$ cat src/rtl/vkey_pkg.sv
// Shared types and helpers for the virtual 5x5 key-matrix responder.
// Key index mapping: col = code / 5, row = code % 5.
package vkey_pkg;

  localparam int KEY_ROWS = 5;
  localparam int KEY_COLS = 5;
  localparam int KEY_MAX  = 24;

  typedef enum logic [2:0] {
    IDLE,
    BOUNCE_ON,
    HOLD,
    BOUNCE_OFF,
    GAP
  } state_t;

  typedef struct packed {
    logic [4:0] code;
    logic [7:0] hold;
  } cmd_t;

  typedef struct packed {
    logic [2:0] col;
    logic [2:0] row;
  } rc_t;

  function automatic rc_t code_to_rc(input logic [4:0] code);
    rc_t rc;
    rc.col = 3'(code / 5'd5);
    rc.row = 3'(code % 5'd5);
    return rc;
  endfunction

endpackage

$ cat src/rtl/vkey_cmd_fifo.sv
// Key-press command queue: {code, hold} entries, power-of-2 depth.
// Flush empties the queue in one clock and wins over push/pop.
module vkey_cmd_fifo
  import vkey_pkg::*;
#(
  parameter int DEPTH = 4,
  parameter int LW    = 3
) (
  input  logic          clk,
  input  logic          rst_n,
  input  logic          push,
  input  logic          pop,
  input  logic          flush,
  input  cmd_t          din,
  output cmd_t          dout,
  output logic [LW-1:0] level,
  output logic          full,
  output logic          empty
);

  localparam int AW = $clog2(DEPTH);

  cmd_t          mem [DEPTH];
  logic [AW-1:0] wp;
  logic [AW-1:0] rp;
  logic          wr;
  logic          rd;

  assign full  = (level == LW'(DEPTH));
  assign empty = (level == '0);
  assign wr    = push && !full;
  assign rd    = pop && !empty;
  assign dout  = mem[rp];

  // Pointers and occupancy; push+pop together leave level unchanged.
  always_ff @(posedge clk or negedge rst_n) begin
    if (!rst_n) begin
      wp    <= '0;
      rp    <= '0;
      level <= '0;
    end else if (flush) begin
      wp    <= '0;
      rp    <= '0;
      level <= '0;
    end else begin
      if (wr) wp <= wp + 1'b1;
      if (rd) rp <= rp + 1'b1;
      level <= level + LW'(wr) - LW'(rd);
    end
  end

  // Storage array, no reset needed.
  always_ff @(posedge clk) begin
    if (wr && !flush) mem[wp] <= din;
  end

endmodule

$ cat src/rtl/vkey_matrix_drv.sv
// Virtual key-matrix responder: plays queued key presses back to a
// column-strobing scanner as active-low row returns.
module vkey_matrix_drv
  import vkey_pkg::*;
#(
  parameter int HOLD_UNIT  = 2_000_000,
  parameter int BOUNCE_N   = 4,
  parameter int BOUNCE_CYC = 50_000,
  parameter int GAP_CYC    = 4_000_000,
  parameter int QDEPTH     = 4
) (
  input  logic                clk,
  input  logic                RSTN,
  input  logic                cmd_valid,
  output logic                cmd_ready,
  input  logic [4:0]          cmd_code,
  input  logic [7:0]          cmd_hold,
  input  logic                abort,
  input  logic [KEY_COLS-1:0] Key_x,
  output logic [KEY_ROWS-1:0] Key_y,
  output logic                busy,
  output logic                done,
  output logic                err,
  output logic [2:0]          level
);

  localparam logic [31:0] B_LAST = 32'(BOUNCE_CYC - 1);
  localparam logic [31:0] G_LAST = 32'(GAP_CYC - 1);
  localparam logic [7:0]  P_LAST = 8'(BOUNCE_N - 1);
  localparam state_t AFTER_POP  =
    (BOUNCE_N > 0) ? BOUNCE_ON : HOLD;
  localparam state_t AFTER_HOLD =
    (BOUNCE_N > 0) ? BOUNCE_OFF : GAP;

  state_t      state;
  state_t      state_n;
  logic [31:0] cnt;
  logic [31:0] cnt_n;
  logic [31:0] hold_len;
  logic [7:0]  ph;
  logic [7:0]  ph_n;
  rc_t         rc_q;
  logic        live;
  logic        live_n;
  logic        done_n;
  logic        pop;
  logic        push;
  logic        full;
  logic        empty;
  logic        closed;
  cmd_t        head;
  cmd_t        din;

  assign din       = cmd_t'({cmd_code, cmd_hold});
  assign cmd_ready = !full && !abort;
  assign push      = cmd_valid && cmd_ready
                     && (cmd_code <= 5'(KEY_MAX));
  assign busy      = (state != IDLE) || (level != '0);

  assign closed = !abort && (
      (state == HOLD)
   || (state == BOUNCE_ON  && !ph[0])
   || (state == BOUNCE_OFF &&  ph[0]));

  vkey_cmd_fifo #(
    .DEPTH (QDEPTH),
    .LW    (3)
  ) u_fifo (
    .clk   (clk),
    .rst_n (RSTN),
    .push  (push),
    .pop   (pop),
    .flush (abort),
    .din   (din),
    .dout  (head),
    .level (level),
    .full  (full),
    .empty (empty)
  );

  // Press sequencer: next state, counters and done request.
  always_comb begin
    state_n = state;
    cnt_n   = cnt;
    ph_n    = ph;
    live_n  = live;
    done_n  = 1'b0;
    pop     = 1'b0;
    if (abort) begin
      state_n = GAP;
      cnt_n   = '0;
      ph_n    = '0;
      live_n  = 1'b0;
    end else begin
      unique case (state)
        IDLE: begin
          if (!empty) begin
            pop     = 1'b1;
            live_n  = 1'b1;
            cnt_n   = '0;
            ph_n    = '0;
            state_n = AFTER_POP;
          end
        end
        BOUNCE_ON, BOUNCE_OFF: begin
          if (cnt == B_LAST) begin
            cnt_n = '0;
            if (ph == P_LAST) begin
              ph_n    = '0;
              state_n = (state == BOUNCE_ON) ? HOLD : GAP;
            end else begin
              ph_n = ph + 8'd1;
            end
          end else begin
            cnt_n = cnt + 32'd1;
          end
        end
        HOLD: begin
          if (cnt == hold_len - 32'd1) begin
            cnt_n   = '0;
            state_n = AFTER_HOLD;
          end else begin
            cnt_n = cnt + 32'd1;
          end
        end
        GAP: begin
          if (cnt == G_LAST) begin
            cnt_n   = '0;
            done_n  = live;
            live_n  = 1'b0;
            state_n = IDLE;
          end else begin
            cnt_n = cnt + 32'd1;
          end
        end
        default: state_n = IDLE;
      endcase
    end
  end

  // Sequencer state, latched key position and hold length.
  always_ff @(posedge clk or negedge RSTN) begin
    if (!RSTN) begin
      state    <= IDLE;
      cnt      <= '0;
      ph       <= '0;
      live     <= 1'b0;
      done     <= 1'b0;
      rc_q     <= '0;
      hold_len <= '0;
    end else begin
      state <= state_n;
      cnt   <= cnt_n;
      ph    <= ph_n;
      live  <= live_n;
      done  <= done_n;
      if (pop) begin
        rc_q     <= code_to_rc(head.code);
        hold_len <= ((head.hold == 8'd0) ? 32'd1
                     : 32'(head.hold)) * 32'(HOLD_UNIT);
      end
    end
  end

  // Reject pulse for out-of-range key codes.
  always_ff @(posedge clk or negedge RSTN) begin
    if (!RSTN) err <= 1'b0;
    else err <= cmd_valid && cmd_ready
                && (cmd_code > 5'(KEY_MAX));
  end

  // Row return: one clock behind the column drive.
  always_ff @(posedge clk or negedge RSTN) begin
    if (!RSTN) begin
      Key_y <= '1;
    end else begin
      Key_y <= '1;
      if (closed && !Key_x[rc_q.col]) Key_y[rc_q.row] <= 1'b0;
    end
  end

endmodule

$ cat config.mk
export PLATFORM = sky130hd
export DESIGN_NAME = vkey_matrix_drv
export DESIGN_NICKNAME = d
export VERILOG_FILES = /design/src/rtl/vkey_pkg.sv /design/src/rtl/vkey_cmd_fifo.sv /design/src/rtl/vkey_matrix_drv.sv
export SDC_FILE = /design/constraint.sdc
export NUM_CORES = 1
export LEC_CHECK = 0
export ABC_AREA = 1
export BUFFER_PORTS_ARGS = -buffer_cell sky130_fd_sc_hd__buf_2
export CAP_MARGIN = 20
export CORE_MARGIN = 3
export CORE_UTILIZATION = 45
export CTS_CLUSTER_SIZE = 8
export DETAILED_ROUTE_END_ITERATION = 12
export PLACE_DENSITY = 0.61
export SKIP_CTS_REPAIR_TIMING = 1
export SYNTH_ARGS = -nofsm -noshare
export SYNTH_HDL_FRONTEND = slang
export SYNTH_HIERARCHICAL = 1
export SYNTH_SLANG_ARGS = --single-unit
$ cat constraint.sdc
create_clock -name clk -period 5.94 [get_ports clk]
set_clock_uncertainty 0.05 [all_clocks]
set_input_delay 1.188 -clock clk [delete_from_list [all_inputs] [get_ports clk]]
set_output_delay 1.188 -clock clk [all_outputs]
set_load 0.05 [all_outputs]
==> run summary, run 1 <==
Status: completed
Via count: 8412
Seq/Total Area, Yosys: 36.4%
Post-synthesis instance total: 1324
R2R Setup Slk: 570 ps
GPL Wtd Cong: 0.918
Final Setup Violations: 0
Final setup margin: 570 ps
Least-Margin Pin Slew: 712 ps
Num CTS Buffers: 17
IO Count: 34
Ratio of cells with drive above 1 in the final layout: 10.4%
Synth cell count leaders: 286 x nand2_1, 187 x inv_1, 140 x nor2_1, 103 x nand3_1, 81 x dfrtp_1
Worst path most repeated cell: inv_1
Startpoint Class: flop
Clock tree sinks: 138
Synth top area share: 19.8%
Maxcap violations: 0
Post-synth cell types: 51
Critical path cell sequence: buf_4 > o21ai_1 > o22ai_1 > inv_1 > ha_1 > nand4_1 > nand2_1 > xor2_1 > inv_1 > ha_1 > ha_1 > inv_1 > fa_1 > fa_1 > inv_1 > ha_1 > a21oi_1 > inv_1 > a31oi_1 > o21ai_0 > nand3_1 > nand3_1 > nand3_1 > nand2_1
Seq cells post-synth: 138
PwrDens: 389 nW/µm²
TNS Setup: 0 ps
Antenna viol nets, final: 0
GR Overflow Total: 0
Worst Min Path Start: rc_q[2]$_DFFE_PN0P_
Nets: 1452
RSZ-0062 raised after global routing: no
Syn avg cell area: 7.73 µm²
Initial antenna violation count: 0
IR Drop Worst-Case VDD: 224 µV
Worst slew margin: 52.3%
Post-DR vias/cell: 5.13
Max Slew Vio Count: 0
Worst r2r src: u_fifo/rp[0]$_DFFE_PN0P_
Reg2reg end: hold_len[26]$_DFFE_PN0P_
Max FO, Critical Path: 20
WL final: 23600 µm
Post-synth EDFFs: 52
Leak Pwr: 5.43 nW
Worst-Skew Late Latency: 430 ps
Clk buf depth: 2
Die height: 157 µm
Pre-antenna DRT Iters: 5
Core outline area: 22100 µm²
Synth warn: 6
Die area: 24600 µm²
Initial Util: 46.3%
CP Class: flop to flop
Synth Flop Type: dfrtp_1
Root buffer cell: clkbuf_16
Slowest cell delay on critical path: 540 ps
Syn nets: 1428
Fin util: 50.8%
DP HPWL: 18100 µm
First-pass GRT wire length: 40200 µm
Post-place setup slack: 505 ps
Part of the cycle the worst path needs: 90.4%
Slowest CP cell: fa_1
Fill count: 2119
CP required: 6200 ps
Synth-to-layout area growth: 9.81%
Worst Path Arrival: 5630 ps
Largest net degree at the start of global routing: 55
Htree depth: 4
Core Rows: 54
Worst Hold Class: flop to flop
Global-route usage over all layers: 20.0%
Die W: 157 µm
Min Hold Slack: 440 ps
Routed len/inst: 14.4 µm
Setup crit end kind: flop
WHS Path Cells: 1
Synthesized cell area: 10200 µm²
Post-route minimum period: 5370 ps
F_max: 186 MHz
Reg clk slew, reported paths: 70 ps
Hold Crit Endpoint: Key_y[4]$_DFF_PN1_
Path depth of the worst reg2reg path: 24
# port buffers: 33
Vias in the first global route: 8271
Leading area contributor after synthesis: dfrtp_1
Top-count cell post-synth: nand2_1
DR iter-0 viols: 498
CTS tree: built
Post-synth ARST share: 62.3%
Hold violation total from the final report: 0
N_diodes: 0
Synth area leaders: dfrtp_1 20%, edfxtp_1 15%, nand2_1 10%
DR DRC count: 0
==> logic make-up after synthesis <==
logic type	Yosys count	synth area share (%)
DFF	138	36.4
xor gates and xnor gates	67	5.87
AOI/OAI and AO/OA	147	8.10
adders and majority gates	82	11.3
muxes	1	0.0978
and+or+nand+nor	646	28.5
buffers and inverters	243	9.81
==> sequential cells by signal, indices dropped and copies added (netlist names) <==
| register | count |
|---|---|
| Key_y | 5 |
| cnt | 32 |
| done | 1 |
| err | 1 |
| hold_len | 22 |
| live | 1 |
| ph | 8 |
| rc_q | 6 |
| state | 3 |
| u_fifo/level | 3 |
| u_fifo/mem | 52 |
| u_fifo/rp | 2 |
| u_fifo/wp | 2 |
==> routing by layer <==
layer | global-route usage, % | vias up | routed length, µm
met5 | 0 | - | 0
met4 | 6.59 | 0 | 473
met3 | 2.85 | 34 | 740
met2 | 32.8 | 156 | 11300
met1 | 27.3 | 3865 | 11100
li1 | - | 4357 | -
==> report_power, final <==
group          switching (mW)  internal [mW]  total, mW
sequential              0.156           1.12       1.28
combinational            1.30          0.700       2.00
clock                   0.518          0.574       1.09
total                    1.97           2.39       4.37
==> critical path: cells and delay by family, from the launching register on <==
family                   cells  cell delay, ps
adder cells (fa/ha/maj)      6            2220
AO/OA/AOI/OAI                5             940
AND/OR/NAND/NOR              6             710
buffers and inverters        6             680
flip-flops                   1             510
XOR/XNOR                     1             160
==> worst max-delay path by stage <==
stage | from | to | cells after the start
6_report | u_fifo/rp[0]$_DFFE_PN0P_ | hold_len[26]$_DFFE_PN0P_ | 24
5_1_grt | u_fifo/rp[0]$_DFFE_PN0P_ | hold_len[26]$_DFFE_PN0P_ | 24
4_1_cts | u_fifo/rp[1]$_DFFE_PN0P_ | hold_len[26]$_DFFE_PN0P_ | 24
3_5_place_dp | u_fifo/rp[1]$_DFFE_PN0P_ | hold_len[26]$_DFFE_PN0P_ | 24
3_3_place_gp | u_fifo/rp[0]$_DFFE_PN0P_ | hold_len[26]$_DFFE_PN0P_ | 24
2_1_floorplan | u_fifo/rp[0]$_DFFE_PN0P_ | hold_len[26]$_DFFE_PN0P_ | 25
==> layout by cell type, fill, tap and decap left out, types with 3 or more instances in the layout <==
cell and n:
clkbuf_16 17, nor3_1 24, nor3_2 5, o21ai_0 59, xor2_1 45, nand4_1 34
o21ai_1 21, a21boi_0 4, buf_4 15, o22ai_2 3, edfxtp_1 52, inv_6 3
inv_1 187, a31oi_1 5, xnor2_1 21, a21oi_1 28, clkinv_1 4, nand2_1 286
nor2_1 140, ha_1 65, clkinv_8 6, nor2_2 9, nand3b_1 3, buf_2 32
inv_8 5, nand3_2 15, o21bai_1 3, fa_1 17, nor4_1 11, inv_2 10
dfstp_2 5, dfrtp_1 81, nand3_1 103, nand2_2 6, o22ai_1 14, nor2_4 5
==> area by class of cell <==
class	count	area (µm²)	share of cell area [%]
inverters	201	754	6.72
multi-input cells	943	5520	49.2
clock buffers	17	425	3.79
clock inverters	15	189	1.68
flip-flops and latches	138	3720	33.1
well taps	280	350	3.12
repair buffers	47	273	2.43
==> metrics by stage <==
step                cells  instance area, µm²  power, mW
global route         1641               11200       4.78
finish               1641               11200       4.37
detailed placement   1608               10600       3.30
global placement     1608               10600       3.27
CTS                  1640               11200       4.41
floorplan            1324               10200       2.87
No activity file was read; power rests on OpenSTA's default activity.
==> inputs of run 2 (changes only) <==
Settings changed: ABC_AREA 1 to unset, CORE_MARGIN 3 to unset, CORE_UTILIZATION 45 to 55, PLACE_DENSITY 0.61 to 0.72.
==> run 2 against run 1 <==
Effect of this change: combinational power down 84%; sequential cell count unchanged; global-route usage up 3.0 points; synthesized cell count down 31%; final cell count down 29%; register-to-register slack worse by 100 ps; total power down 44%; wire length down 22%; sequential share of layout area up 4.2 points; critical path type unchanged.
==> run summary, run 2 <==
Core outline area: 16000 µm²
Num CTS Buffers: 17
RSZ-0062 raised after global routing: no
Initial antenna violation count: 0
Ratio of cells with drive above 1 in the final layout: 12.2%
Critical path cell sequence: buf_4 > mux4_2 > nor4_1 > buf_4 > nand3_1 > nand2_1 > xnor2_1 > ha_1 > ha_1 > inv_1 > fa_1 > fa_1 > inv_1 > ha_1 > a21oi_1 > a31oi_1 > a41oi_2 > a21oi_1 > a21oi_1 > xnor2_1 > o21ai_0
Seq/Total Area, Yosys: 40.9%
Worst slew margin: 39.8%
Top-count cell post-synth: nand2_1
Synth-to-layout area growth: 9.74%
Synth top area share: 22.3%
Core Rows: 46
Area taken by multi-input logic gates: 4920 µm²
CP required: 6200 ps
Pre-antenna DRT Iters: 5
Antenna viol nets, final: 0
Worst r2r src: u_fifo/rp[0]$_DFFE_PN0P_
Startpoint Class: flop
Least-Margin Pin Slew: 897 ps
Htree depth: 4
DP HPWL: 13100 µm
CP top delay family: adder cells
Path depth of the worst reg2reg path: 21
Max FO, Critical Path: 11
Max Slew Vio Count: 0
WL final: 18400 µm
Worst setup startpoint: u_fifo/rp[0]$_DFFE_PN0P_
IR Drop Worst-Case VDD: 272 µV
Reg clk slew, reported paths: 70 ps
GPL Wtd Cong: 0.876
Seq cells post-synth: 138
Setup crit end kind: flop
GR Overflow Total: 0
Post-synth cell types: 69
Post-route insts no fill: 1160
Worst Hold Class: flop to flop
Leak Pwr: 4.25 nW
Biggest register: u_fifo/mem
Post-route minimum period: 5470 ps
Worst-Skew Late Latency: 440 ps
Largest net degree at the start of global routing: 61
Synth area leaders: dfrtp_1 22%, edfxtp_1 17%, ha_1 9.0%
Routed len/inst: 15.9 µm
Vias in the first global route: 6144
Total power: 2.43 mW
Synth Flop Type: dfrtp_1
Initial Util: 56.8%
CTS tree: built
CP Class: flop to flop
Post-DR vias/cell: 5.78
First-pass GRT wire length: 30200 µm
Die W: 131 µm
Die height: 131 µm
Hold violation total from the final report: 0
Status: completed
Part of the cycle the worst path needs: 92.1%
Syn nets: 1020
Clock tree sinks: 138
IO Count: 34
Commonest non-fill, non-tap cell in the layout: nand2_1
Reg2reg end: hold_len[28]$_DFFE_PN0P_
Post-synthesis instance total: 916
Post-synth ARST share: 62.3%
CP Capture Point: hold_len[28]$_DFFE_PN0P_
Root buffer cell: clkbuf_16
Slowest CP cell: mux4_2
N_diodes: 0
Clk buf depth: 2
Post-synth EDFFs: 52
Via count: 6700
Synth warn: 6
Slowest cell delay on critical path: 660 ps
Largest register FFs: 52
Top flop regs: u_fifo/mem (52), cnt (32), hold_len (22)
Crit path buffers/inverters: 4
Most frequent cells in the layout: 96 x nand2_1, 80 x dfrtp_1, 65 x ha_1
DR iter-0 viols: 401
F_max: 183 MHz
DR DRC count: 0
Stages on the worst setup path: 21
Placed insts: 1128
Sequential cell area: 3720 µm²
Leading area contributor after synthesis: dfrtp_1
TNS Setup: 0 ps
Global-route usage over all layers: 23.0%
Worst Path Arrival: 5730 ps
Fill count: 1329
# port buffers: 33
Synthesized cell area: 9080 µm²
Die area: 17000 µm²
Nets: 1035
Synth cell count leaders: 96 x nand2_1, 81 x dfrtp_1, 65 x ha_1, 61 x inv_1, 61 x o21ai_0
Maxcap violations: 0
Syn avg cell area: 9.92 µm²
PwrDens: 243 nW/µm²
R2R Setup Slk: 470 ps
Final Setup Violations: 0
Final setup margin: 467 ps
Post-place setup slack: 435 ps
[run 2: cell count changes after synthesis, sizes merged, moves of 17 or more]
cell   before  now
a31oi       6   38
inv       197   61
nand2     292   97
nand3     118   21
nor2      154   54
o21ai      82   63
o22ai      17    0
xor2       45   23
[run 2: cell families after synthesis]
family / synth area share [%]
AO/OA/AOI/OAI: 13.5
XOR/XNOR: 5.01
adder cells (fa/ha/maj): 12.7
buffers and inverters: 5.04
flip-flops: 40.9
multiplexers: 4.94
AND/OR/NAND/NOR: 17.9
[run 2: routing by layer]
layer | wire length, µm | track usage [%] | vias to the layer above
li1 | - | - | 3355
met2 | 8920 | 36.4 | 134
met3 | 614 | 5.21 | 24
met5 | 0 | 0 | -
met1 | 8580 | 31.6 | 3187
met4 | 292 | 7.37 | 0
[run 2: worst min path at each step]
stage | endpoint | start | depth (start not counted) | slack, ps
after CTS | Key_y[3]$_DFF_PN1_ | rc_q[1]$_DFFE_PN0P_ | 1 | 420
after global routing | Key_y[3]$_DFF_PN1_ | rc_q[1]$_DFFE_PN0P_ | 1 | 430
after global placement | Key_y[3]$_DFF_PN1_ | rc_q[1]$_DFFE_PN0P_ | 1 | 410
final | Key_y[3]$_DFF_PN1_ | rc_q[1]$_DFFE_PN0P_ | 1 | 410
after detailed placement | Key_y[3]$_DFF_PN1_ | rc_q[1]$_DFFE_PN0P_ | 1 | 410
after floorplan | Key_y[3]$_DFF_PN1_ | rc_q[1]$_DFFE_PN0P_ | 1 | 370
[run 2: layout make-up]
type	count	area share (%)
sequential	138	37.3
tap	216	2.71
multi-input combinational	672	49.3
clock inverter	15	1.78
clock buffer	17	4.27
timing repair buffer	41	2.28
inverter	61	2.30
[run 2: worst reg2reg max path, delay by kind of cell, from the launching register on]
family	cells	cell delay [ps]
compound gates	6	950
xor+xnor	2	320
fa+ha+maj	5	1960
buf+inv	4	530
flops	1	350
mux	1	660
simple gates	3	530
[run 2: report_power, final]
| part | internal (mW) | leakage, nW | switching, mW |
|---|---|---|---|
| Clock | 0.635 | 0.293 | 0.457 |
| Sequential | 1.00 | 1.63 | 0.0121 |
| Combinational | 0.135 | 2.32 | 0.185 |
| Total | 1.77 | 4.25 | 0.654 |
[run 2: through the flow]
stage                     util, %  area [µm²]  hold slack [ps]
after floorplan                 -        9080              371
after global placement       58.5        9360              407
after detailed placement     58.5        9360              407
after CTS                    62.3        9960              419
after global routing         62.3        9970              434
final                        62.3        9970              414
==> inputs of run 3 (changes only) <==
Settings changed: BUFFER_PORTS_ARGS -buffer_cell sky130_fd_sc_hd__buf_2 to -buffer_cell sky130_fd_sc_hd__buf_4.
==> run 3 against run 2 <==
Effect of this change: core utilization grew 0.48 points; register-to-register slack lost 40 ps; non-clock buffer count shrank 1; first-iteration DRC count is the same; wire length shrank 0.76%; largest cell class unchanged.
==> run summary, run 3 (synthesis gave the netlist of run 2 again) <==
Least-Margin Pin Slew: 932 ps
Initial Util: 56.8%
Die area: 17000 µm²
Core Rows: 46
Synth-to-layout area growth: 10.6%
Clk pwr share: 45.0%
Biggest register: u_fifo/mem
DR DRC count: 0
WL final: 18300 µm
Antenna viol nets, final: 0
Leak Pwr: 4.27 nW
GPL Wtd Cong: 0.850
Final setup margin: 427 ps
# port buffers: 33
IR Drop Worst-Case VDD: 302 µV
Sequential share of power: 41.7%
Internal Power: 1.81 mW
Vias in the first global route: 6349
Post-Place Cell Area: 9430 µm²
TNS Setup: 0 ps
Max FO, Critical Path: 15
Nets: 1034
Psw: 0.616 mW
CP required: 6180 ps
Largest net degree at the start of global routing: 60
Largest register FFs: 52
Top flop regs: u_fifo/mem (52), cnt (32), hold_len (22)
Clk buf depth: 2
Reg clk slew, reported paths: 60 ps
Num CTS Buffers: 17
DR iter-0 viols: 401
Sequential cell area: 3720 µm²
Fill count: 1334
Post-DR vias/cell: 5.83
Core outline area: 16000 µm²
N_diodes: 0
Root buffer cell: clkbuf_16
Pre-antenna DRT Iters: 5
Initial antenna violation count: 0
Global-route usage over all layers: 22.9%
Setup crit end kind: flop
Startpoint Class: flop
Area taken by multi-input logic gates: 4910 µm²
Post-place setup slack: 346 ps
Commonest non-fill, non-tap cell in the layout: nand2_1
Worst Hold Class: flop to flop
Post-route minimum period: 5510 ps
WHS Path Cells: 1
Via count: 6762
CP Class: flop to flop
Most frequent cells in the layout: 96 x nand2_1, 80 x dfrtp_1, 65 x ha_1
PwrDens: 242 nW/µm²
Max Slew Vio Count: 0
Htree depth: 4
Worst Path Arrival: 5750 ps
First-pass GRT wire length: 30100 µm
Combinational share of power: 13.3%
Final Setup Violations: 0
Fin area: 10000 µm²
Switching Fraction: 25.3%
Total power: 2.43 mW
F_max: 181 MHz
Ratio of cells with drive above 1 in the final layout: 11.7%
CTS tree: built
Hold violation total from the final report: 0
Worst-Skew Late Latency: 420 ps
RSZ-0062 raised after global routing: no
Part of the cycle the worst path needs: 92.8%
Path depth of the worst reg2reg path: 19
GR Overflow Total: 0
Clock tree sinks: 138
Die W: 131 µm
Routed len/inst: 15.8 µm
Maxcap violations: 0
IO Count: 34
DP HPWL: 13000 µm
Die height: 131 µm
Status: completed
Worst slew margin: 37.4%
-- run 3: cell types whose count changed in the layout (fill, tap and decap cells not counted), sizes merged --
cell | before | now
clkinv | 2 | 5
clkinvlp | 2 | 3
buf | 41 | 40
bufinv | 2 | 3
inv | 70 | 63
clkbuf | 17 | 19
-- run 3: routing by layer --
layer | GRT usage [%] | vias up | routed length (µm)
met5 | 0 | - | 0
met4 | 10.0 | 0 | 444
met3 | 4.52 | 41 | 661
met2 | 38.3 | 150 | 8800
met1 | 29.0 | 3219 | 8360
li1 | - | 3352 | -
-- run 3: through the flow --
| stage | hold slack [ps] | cells | utilization (%) |
|---|---|---|---|
| floorplan | 371 | 916 | - |
| global placement | 405 | 1127 | 59.0 |
| detailed placement | 410 | 1127 | 59.0 |
| CTS | 418 | 1159 | 62.8 |
| global route | 455 | 1159 | 62.8 |
| finish | 418 | 1159 | 62.8 |
-- run 3: power by group through the flow --
stage	sequential, mW	combinational (mW)	clock [mW]
final	1.01	0.323	1.09
after global routing	1.02	0.367	1.15
after CTS	1.01	0.324	1.12
after detailed placement	1.03	0.320	0
after global placement	1.03	0.315	0
after floorplan	1.03	0.238	0
-- run 3: cell type report --
cell class / instances / share of cell area (%)
clock inverters: 13 / 1.68
inverters: 61 / 2.28
repair buffers: 40 / 2.99
well taps: 216 / 2.69
clock buffers: 19 / 4.41
flip-flops and latches: 138 / 37.0
multi-input cells: 672 / 48.9
-- run 3: path summary, 6_finish.rpt --
check | startpoint | end | slack, ps
max | u_fifo/rp[1]$_DFFE_PN0P_ | hold_len[28]$_DFFE_PN0P_ | 430
min | rc_q[1]$_DFFE_PN0P_ | Key_y[3]$_DFF_PN1_ | 420
max reg2reg | u_fifo/rp[1]$_DFFE_PN0P_ | hold_len[28]$_DFFE_PN0P_ | 430
min reg2reg | rc_q[1]$_DFFE_PN0P_ | Key_y[3]$_DFF_PN1_ | 420
max in group asynchronous | RSTN | rc_q[5]$_DFFE_PN0P_ | 4120
min in group asynchronous | RSTN | hold_len[26]$_DFFE_PN0P_ | 690
-- run 3: critical path, cell delays in order (launching register included) --
cell and delay (ps):
dfrtp_1 720, mux4_1 390, inv_1 110, ha_1 270
a31oi_1 470, ha_1 240, inv_1 50, fa_1 530
inv_1 40, ha_1 300, fa_1 480, ha_1 330
or2_2 290, a21oi_1 140, a31oi_1 90, a41oi_1 350
a21oi_1 110, a21oi_1 190, xnor2_1 130, o21ai_0 90
